### src/rtl/bios_loader_pkg.sv
// Board configuration shared by the boot-time loaders.
// Flash/RAM map of the BIOS and megarom images plus loader types.
package CONFIG;

  localparam int ENABLE_NEXTOR  = 1;
  localparam int ENABLE_FM      = 0;
  localparam int ENABLE_MEGAROM = 1;

  localparam logic [23:0] FLASH_SIZE_BIOS    = 24'h00C000;
  localparam logic [23:0] FLASH_SIZE_MEGAROM = 24'h040000;

  localparam logic [23:0] FLASH_ADDR_BIOS    = 24'h100000;
  localparam logic [23:0] RAM_ADDR_BIOS      = 24'h700000;
  localparam logic [23:0] FLASH_ADDR_MEGAROM = 24'h200000;
  localparam logic [23:0] RAM_ADDR_MEGAROM   = 24'h400000;

  typedef enum logic [1:0] {
    LD_IDLE = 2'd0,
    LD_SEL  = 2'd1,
    LD_COPY = 2'd2,
    LD_DONE = 2'd3
  } loader_state_t;

  typedef struct packed {
    logic [23:0] src;
    logic [23:0] dst;
    logic [23:0] size;
  } region_t;

endpackage

### src/rtl/bios_loader.sv
// Boot-time copier: streams the BIOS and megarom images from flash
// into RAM through a one-byte buffer, then raises a sticky done.
module bios_loader
  import CONFIG::*;
#(
  parameter int          ENABLE_BIOS_COPY    =
    CONFIG::ENABLE_NEXTOR | CONFIG::ENABLE_FM,
  parameter int          ENABLE_MEGAROM_COPY = CONFIG::ENABLE_MEGAROM,
  parameter logic [23:0] BIOS_SIZE           = CONFIG::FLASH_SIZE_BIOS,
  parameter logic [23:0] MEGAROM_SIZE        = CONFIG::FLASH_SIZE_MEGAROM
) (
  input  logic        clk,
  input  logic        reset,
  output logic        flash_req,
  output logic [23:0] flash_addr,
  input  logic        flash_ack,
  input  logic [7:0]  flash_rdata,
  output logic        ram_req,
  output logic [23:0] ram_addr,
  output logic [7:0]  ram_wdata,
  input  logic        ram_ack,
  output logic        busy,
  output logic        done
);

  localparam region_t REG0 = '{
    src:  FLASH_ADDR_BIOS,
    dst:  RAM_ADDR_BIOS,
    size: BIOS_SIZE
  };
  localparam region_t REG1 = '{
    src:  FLASH_ADDR_MEGAROM,
    dst:  RAM_ADDR_MEGAROM,
    size: MEGAROM_SIZE
  };

  localparam bit USE0 =
    (ENABLE_BIOS_COPY != 0) && (BIOS_SIZE != 24'd0);
  localparam bit USE1 =
    (ENABLE_MEGAROM_COPY != 0) && (MEGAROM_SIZE != 24'd0);

  loader_state_t state;
  logic [1:0]    idx;
  logic [23:0]   src_addr;
  logic [23:0]   dst_addr;
  logic [23:0]   rd_cnt;
  logic [23:0]   wr_cnt;
  logic [7:0]    buf_data;
  logic          buf_full;

  logic          in_copy;
  logic          rd_fire;
  logic          wr_fire;
  logic          last_wr;

  logic          sel_go;
  logic [1:0]    sel_idx;
  region_t       sel_reg;

  assign in_copy = (state == LD_COPY);

  // A read may issue into a buffer that is emptying this same cycle.
  assign flash_req = in_copy && (rd_cnt != 24'd0)
                     && (!buf_full || ram_ack);
  assign ram_req   = in_copy && buf_full;

  assign rd_fire = flash_req && flash_ack;
  assign wr_fire = ram_req && ram_ack;
  assign last_wr = wr_fire && (wr_cnt == 24'd1);

  assign flash_addr = src_addr;
  assign ram_addr   = dst_addr;
  assign ram_wdata  = buf_data;

  assign busy = (state == LD_SEL) || (state == LD_COPY);
  assign done = (state == LD_DONE);

  // Pick the next region at or after idx that has bytes to copy.
  always_comb begin
    sel_go  = 1'b0;
    sel_idx = idx;
    sel_reg = REG0;
    unique case (1'b1)
      (idx == 2'd0) && USE0: begin
        sel_go  = 1'b1;
        sel_idx = 2'd0;
        sel_reg = REG0;
      end
      ((idx == 2'd1) || ((idx == 2'd0) && !USE0)) && USE1: begin
        sel_go  = 1'b1;
        sel_idx = 2'd1;
        sel_reg = REG1;
      end
      default: ;
    endcase
  end

  always_ff @(posedge clk) begin
    if (reset) begin
      state    <= LD_IDLE;
      idx      <= 2'd0;
      src_addr <= 24'd0;
      dst_addr <= 24'd0;
      rd_cnt   <= 24'd0;
      wr_cnt   <= 24'd0;
      buf_data <= 8'd0;
      buf_full <= 1'b0;
    end else begin
      unique case (state)
        LD_IDLE: begin
          state <= LD_SEL;
          idx   <= 2'd0;
        end
        LD_SEL: begin
          if (sel_go) begin
            state    <= LD_COPY;
            idx      <= sel_idx;
            src_addr <= sel_reg.src;
            dst_addr <= sel_reg.dst;
            rd_cnt   <= sel_reg.size;
            wr_cnt   <= sel_reg.size;
          end else begin
            state <= LD_DONE;
          end
        end
        LD_COPY: begin
          if (rd_fire) begin
            buf_data <= flash_rdata;
            buf_full <= 1'b1;
            src_addr <= src_addr + 24'd1;
            rd_cnt   <= rd_cnt - 24'd1;
          end else if (wr_fire) begin
            buf_full <= 1'b0;
          end
          if (wr_fire) begin
            dst_addr <= dst_addr + 24'd1;
            wr_cnt   <= wr_cnt - 24'd1;
          end
          if (last_wr) begin
            state <= LD_SEL;
            idx   <= idx + 2'd1;
          end
        end
        LD_DONE: ;
        default: state <= LD_IDLE;
      endcase
    end
  end

endmodule

### config.mk
export PLATFORM = sky130hd
export DESIGN_NAME = bios_loader
export DESIGN_NICKNAME = d
export VERILOG_FILES = /design/src/rtl/bios_loader_pkg.sv /design/src/rtl/bios_loader.sv
export SDC_FILE = /design/constraint.sdc
export NUM_CORES = 1
export LEC_CHECK = 0
export CORE_MARGIN = 4
export CORE_UTILIZATION = 55
export DETAILED_ROUTE_END_ITERATION = 8
export HOLD_SLACK_MARGIN = 0.05
export PLACE_DENSITY_LB_ADDON = 0.05
export SETUP_SLACK_MARGIN = 0.05
export SKIP_LAST_GASP = 1
export SYNTH_ARGS = -nofsm -noshare
export SYNTH_HDL_FRONTEND = slang
export SYNTH_SLANG_ARGS = --single-unit
### constraint.sdc
create_clock -name clk -period 3.4 [get_ports clk]
set_clock_uncertainty 0.1 [all_clocks]
set_input_delay 0.68 -clock clk [delete_from_list [all_inputs] [get_ports clk]]
set_output_delay 0.68 -clock clk [all_outputs]
set_load 0.05 [all_outputs]
Yosys cells after proc, flatten, opt, wreduce, memory -nomap -nowiden
Cells that the tools add are included.
{"block": "totals", "romBits": 0, "inputBits": 12, "output_inout_bits": 60, "ff_bits": 109, "wordCells": 67, "latchBits": 0, "ram_bits": 0, "n_memories": 0}
{"block": "classes", "n_addsub": 5, "n_mux": 22, "n_eq_ne": 10, "reduce_logical": 22, "n_shift": 0, "bitwise": 0, "div": 0, "order_cmp": 0, "n_mul": 0}
{"op": "$pmux W24 S2", "n": 4}
{"op": "$mux W24", "n": 7}
{"op": "$mux W70", "n": 1}
{"op": "$add A24 B1 Y24 const B", "n": 2}
{"op": "$sub A24 B1 Y24 const B", "n": 2}
{"op": "$eq A24 B1 Y1 const B", "n": 1}
{"op": "$reduce_bool A24 Y1", "n": 1}
{"op": "$pmux W2 S3", "n": 2}
{"op": "$logic_and A1 B1 Y1", "n": 6}
{"op": "$mux W2", "n": 3}
{"op": "$ne A2 B1 Y1 const B", "n": 3}
{"op": "$reduce_and A2 Y1", "n": 3}
{"op": "$reduce_and A3 Y1", "n": 2}
{"op": "$eq A2 B1 Y1 const B", "n": 2}
{"op": "$eq A2 B2 Y1 const B", "n": 2}
{"op": "$logic_not A2 Y1", "n": 2}
{"op": "$mux W1", "n": 4}
{"op": "$pmux W2 S2", "n": 1}
{"op": "$reduce_and A4 Y1", "n": 1}
{"op": "$reduce_bool A2 Y1", "n": 2}
{"op": "$ne A3 B1 Y1 const B", "n": 1}
{"op": "$reduce_bool A3 Y1", "n": 1}
{"op": "$add A2 B1 Y2 const B", "n": 1}
{"op": "$logic_or A1 B1 Y1", "n": 2}
{"op": "other kinds (3)", "n": 3}

Depth between registers and ports, before layout
{"block": "logic_depth", "depth_word": 6, "mapped_depth": 11, "ltp_nobuf": 9}

Worst setup path after synthesis
OpenSTA, ideal clock, no wires.
{"block": "synth_timing", "path_type": "reg2out", "from": "register state[0]", "to": "output port ram_req", "stages_incl_launch_ff": 7, "setup_slack_ps": 869, "t_arrival_ps": 1751, "required_ps": 2620, "path_buffers": 3, "path_cell_list": "dfxtp_1 inv_1 ha_1 clkbuf_1 clkbuf_1 buf_1 and2_1"}
{"block": "synth_via", "elab_chain_cells": 2}
{"element": "start: declaration", "line": "bios_loader.sv:42", "source": "loader_state_t state;"}
{"element": "start signal: assignment", "line": "bios_loader.sv:100", "source": "state <= LD_IDLE;"}
{"element": "start signal: assignment", "line": "bios_loader.sv:111", "source": "state <= LD_SEL;"}
{"element": "start signal: assignment", "line": "bios_loader.sv:116", "source": "state <= LD_COPY;"}
{"element": "$eq A2 B2 Y1", "line": "bios_loader.sv:60", "source": "assign in_copy = (state == LD_COPY);"}
{"element": "$logic_and A1 B1 Y1", "line": "bios_loader.sv:65", "source": "assign ram_req = in_copy && buf_full;"}
{"element": "end: declaration", "line": "bios_loader.sv:18", "source": "output logic ram_req,"}
No other way between the ends.

Final worst setup path
{"block": "layout_timing", "from": "register state[0]", "to": "output port busy"}
{"block": "layout_via", "elab_chain_cells": 2, "elab_cells_between_ends": 3, "classes_between": "2 x eq/ne; 1 x reduce/logical"}
{"element": "$eq A2 B1 Y1 / $eq A2 B2 Y1 (equally long branches)", "line": "bios_loader.sv:75", "source": "assign busy = (state == LD_SEL) || (state == LD_COPY);"}
{"element": "$logic_or A1 B1 Y1 (*)", "line": "bios_loader.sv:75"}
{"element": "end: declaration", "line": "bios_loader.sv:22", "source": "output logic busy,"}
Every way passes the cells marked *; elsewhere a longest branch is shown, timed or not.

==> reports/results.ini <==
[outcome]
outcome=complete, no violations

[clock_tree]
clk_latency_ns=0.38
cts_root_buffer=clkbuf_8
path_clk_slew_ns=0.10
cts_setup_buffers=0
clk_path_buf_depth=2
htreeDepth=3
cts_buffers=9
cts-hold-fix-buffers=0
cts_resized=0
clock-sinks=109
tritoncts=done

[critical_path]
crit_family=buffers and inverters
crit_required_ns=2.62
crit_type=reg2out
end_kind=output pin
critPathMostFrequentCell=inv_1
slowest_stage=clkdlybuf4s50_1
cpPeakStageDelay_ns=0.83
worstPathCellList=inv_1 > ha_1 > inv_1 > clkdlybuf4s50_1
crit_arrival_ns=2.06
worstPathMaxFanout=4
start_kind=flip-flop
crit_buf_inv=3

[grt]
gr-total-overflow=0
grt_max_degree=41
met3_usage=0.04554
grt.total_usage=0.2370
antenna_found_initial=0
grt_util_met2=0.3980
met1_usage=0.3047
grt_pass1_wl_um=22170
busiest_layer=met2
grt_pass1_vias=4633

[detailed_routing]
vias=4948
routedWlPerCell_um=15.61
drtPass1Iterations=5
drt_iter0_markers=259
via_per_inst=5.919
drt-total-wl_um=13050
ant_nets=0
drc=0

[die]
num_io_pins=72
rows=35
core_area_mm2=0.009284
dieArea_mm2=0.01125
die_h_um=106.1
start_util=0.5695
die_x_um=106.1

[final_layout]
final_net_count=725
utilization=0.6895
final_cell_mix=dfxtp_1, nor2_1, clkdlybuf4s50_1
n_fill_cell=795
postLayoutCellArea_mm2=0.006401
n_antenna_cell=0
final_common_cell=dfxtp_1
fin_cells=836
layout-drive-gt1-share=0.06931
area_delta_synth_final_pct=21.06

[synthesis]
synthFlopType=dfxtp_1
synth_warnings=0
ys_seq_elements=109
syn_inst=633
avgSynthCellArea_um2=8.353
synth-seq-area-share=0.4127
synth_edf_count=0
yosysUniqueCellTypes=60
syn_area_mm2=0.005288
synth_nets=656
synthArstFlopShare=0

[timing]
finalMaxSlewViolations=0
period_needed_ns=2.842
fmax_ghz=0.3519
final-hold-violation-count=0
relSlewSlack=0.5105
finalSetupViolations=0
rsz0062_at_grt=false
period_share=0.8358
fin_tns_setup_ns=0
worst_pin_slew_ns=0.7293

[placement]
hpwl_um=9013
place_congestion=0.8670
post_dp_cell_area_mm2=0.006177
port-buffer-count=71
place_inst=820

[min_path]
hold_path.class=reg2reg

[job]
maxCapViolations=0

[power]
leakage_nw=2.267
total_power_w=0.004269
power_density_mw_per_mm2=666.9
irDropWorstVdd_uv=390.4

## cell type report
class,instances,area (µm²),area share
Inverter,14,52.55,0.008210
Multi-Input combinational cell,479,2928,0.4574
Clock buffer,10,137.6,0.02150
Tap cell,129,161.4,0.02522
Timing Repair Buffer,89,853.3,0.1333
Clock inverter,6,86.33,0.01349
Sequential cell,109,2182,0.3409
## logic make-up (layout without fill, tap and decap cells)
kind of cell,count (synthesis),count (layout),synth area share
compound gates,127,127,0.1498
xor+xnor,44,44,0.07288
fa+ha+maj,11,11,0.02603
buf+inv,45,119,0.03407
flops,109,109,0.4127
mux,10,10,0.01917
simple gates,287,287,0.2854
## synth_stat cells, drive strengths merged, types with 6 or more instances
cell,instances,area [µm²]
dfxtp,109,2182
nand2b,10,62.56
nor2,78,292.8
xnor2,27,236.5
xor2,17,148.9
nor3,25,125.1
o31ai,6,45.04
a21oi,50,254.0
clkbuf,26,97.59
or4,9,71.32
a31oi,8,50.05
and3,12,75.07
nand4,14,87.58
nand2,46,172.7
nor4,18,127.6
nand3,23,115.1
o21ai,26,130.1
inv,13,48.79
mux2i,9,90.09
and4,6,52.55
ha,11,137.6
or3,22,142.6
## flip-flops by register name, indices dropped and copies added, names as in the netlist
register,flops
buf_full,1
rd_cnt,24
wr_cnt,24
ram_addr,24
flash_addr,24
state,2
ram_wdata,8
idx,2
## layer usage
| layer | wire length [µm] | up-vias |
|---|---|---|
| met1 | 5908 | 2362 |
| met4 | 212 | 0 |
| met2 | 6279 | 140 |
| met5 | 0 | - |
| li1 | - | 2427 |
| met3 | 653 | 19 |
## report_power, final
group	leakage, nW	switching [W]	total (W)	internal (W)
Sequential	0.883	0.000176	0.00163	0.00145
Clock	0.112	0.000444	0.000878	0.000434
Combinational	1.27	0.00109	0.00176	0.000672
Total	2.27	0.00171	0.00427	0.00256
## worst min-delay path, delay by kind of cell (launching register included)
family / cells / cell delay [ns]
AOI/OAI and AO/OA: 1 / 0.05
DFF: 1 / 0.34
and+or+nand+nor: 1 / 0.06
## stage by stage
step / hold slack, ns / setup slack [ns]
floorplan: 0.3391 / 0.8695
global placement: 0.3569 / 0.5016
detailed placement: 0.3621 / 0.4321
CTS: 0.3786 / 0.5373
global route: 0.4087 / 0.3628
finish: 0.3789 / 0.5582
## final timing paths
check,start,to,slack (ns),depth (start not counted)
worst max-delay path,state[0]$_SDFFE_PP0P_,busy,0.56,4
worst min-delay path,wr_cnt[1]$_SDFFE_PP0P_,wr_cnt[1]$_SDFFE_PP0P_,0.38,2
worst max register to register,state[0]$_SDFFE_PP0P_,wr_cnt[22]$_SDFFE_PP0P_,0.71,10
worst min register to register,wr_cnt[1]$_SDFFE_PP0P_,wr_cnt[1]$_SDFFE_PP0P_,0.38,2
Power figures use the tool's default switching activity.
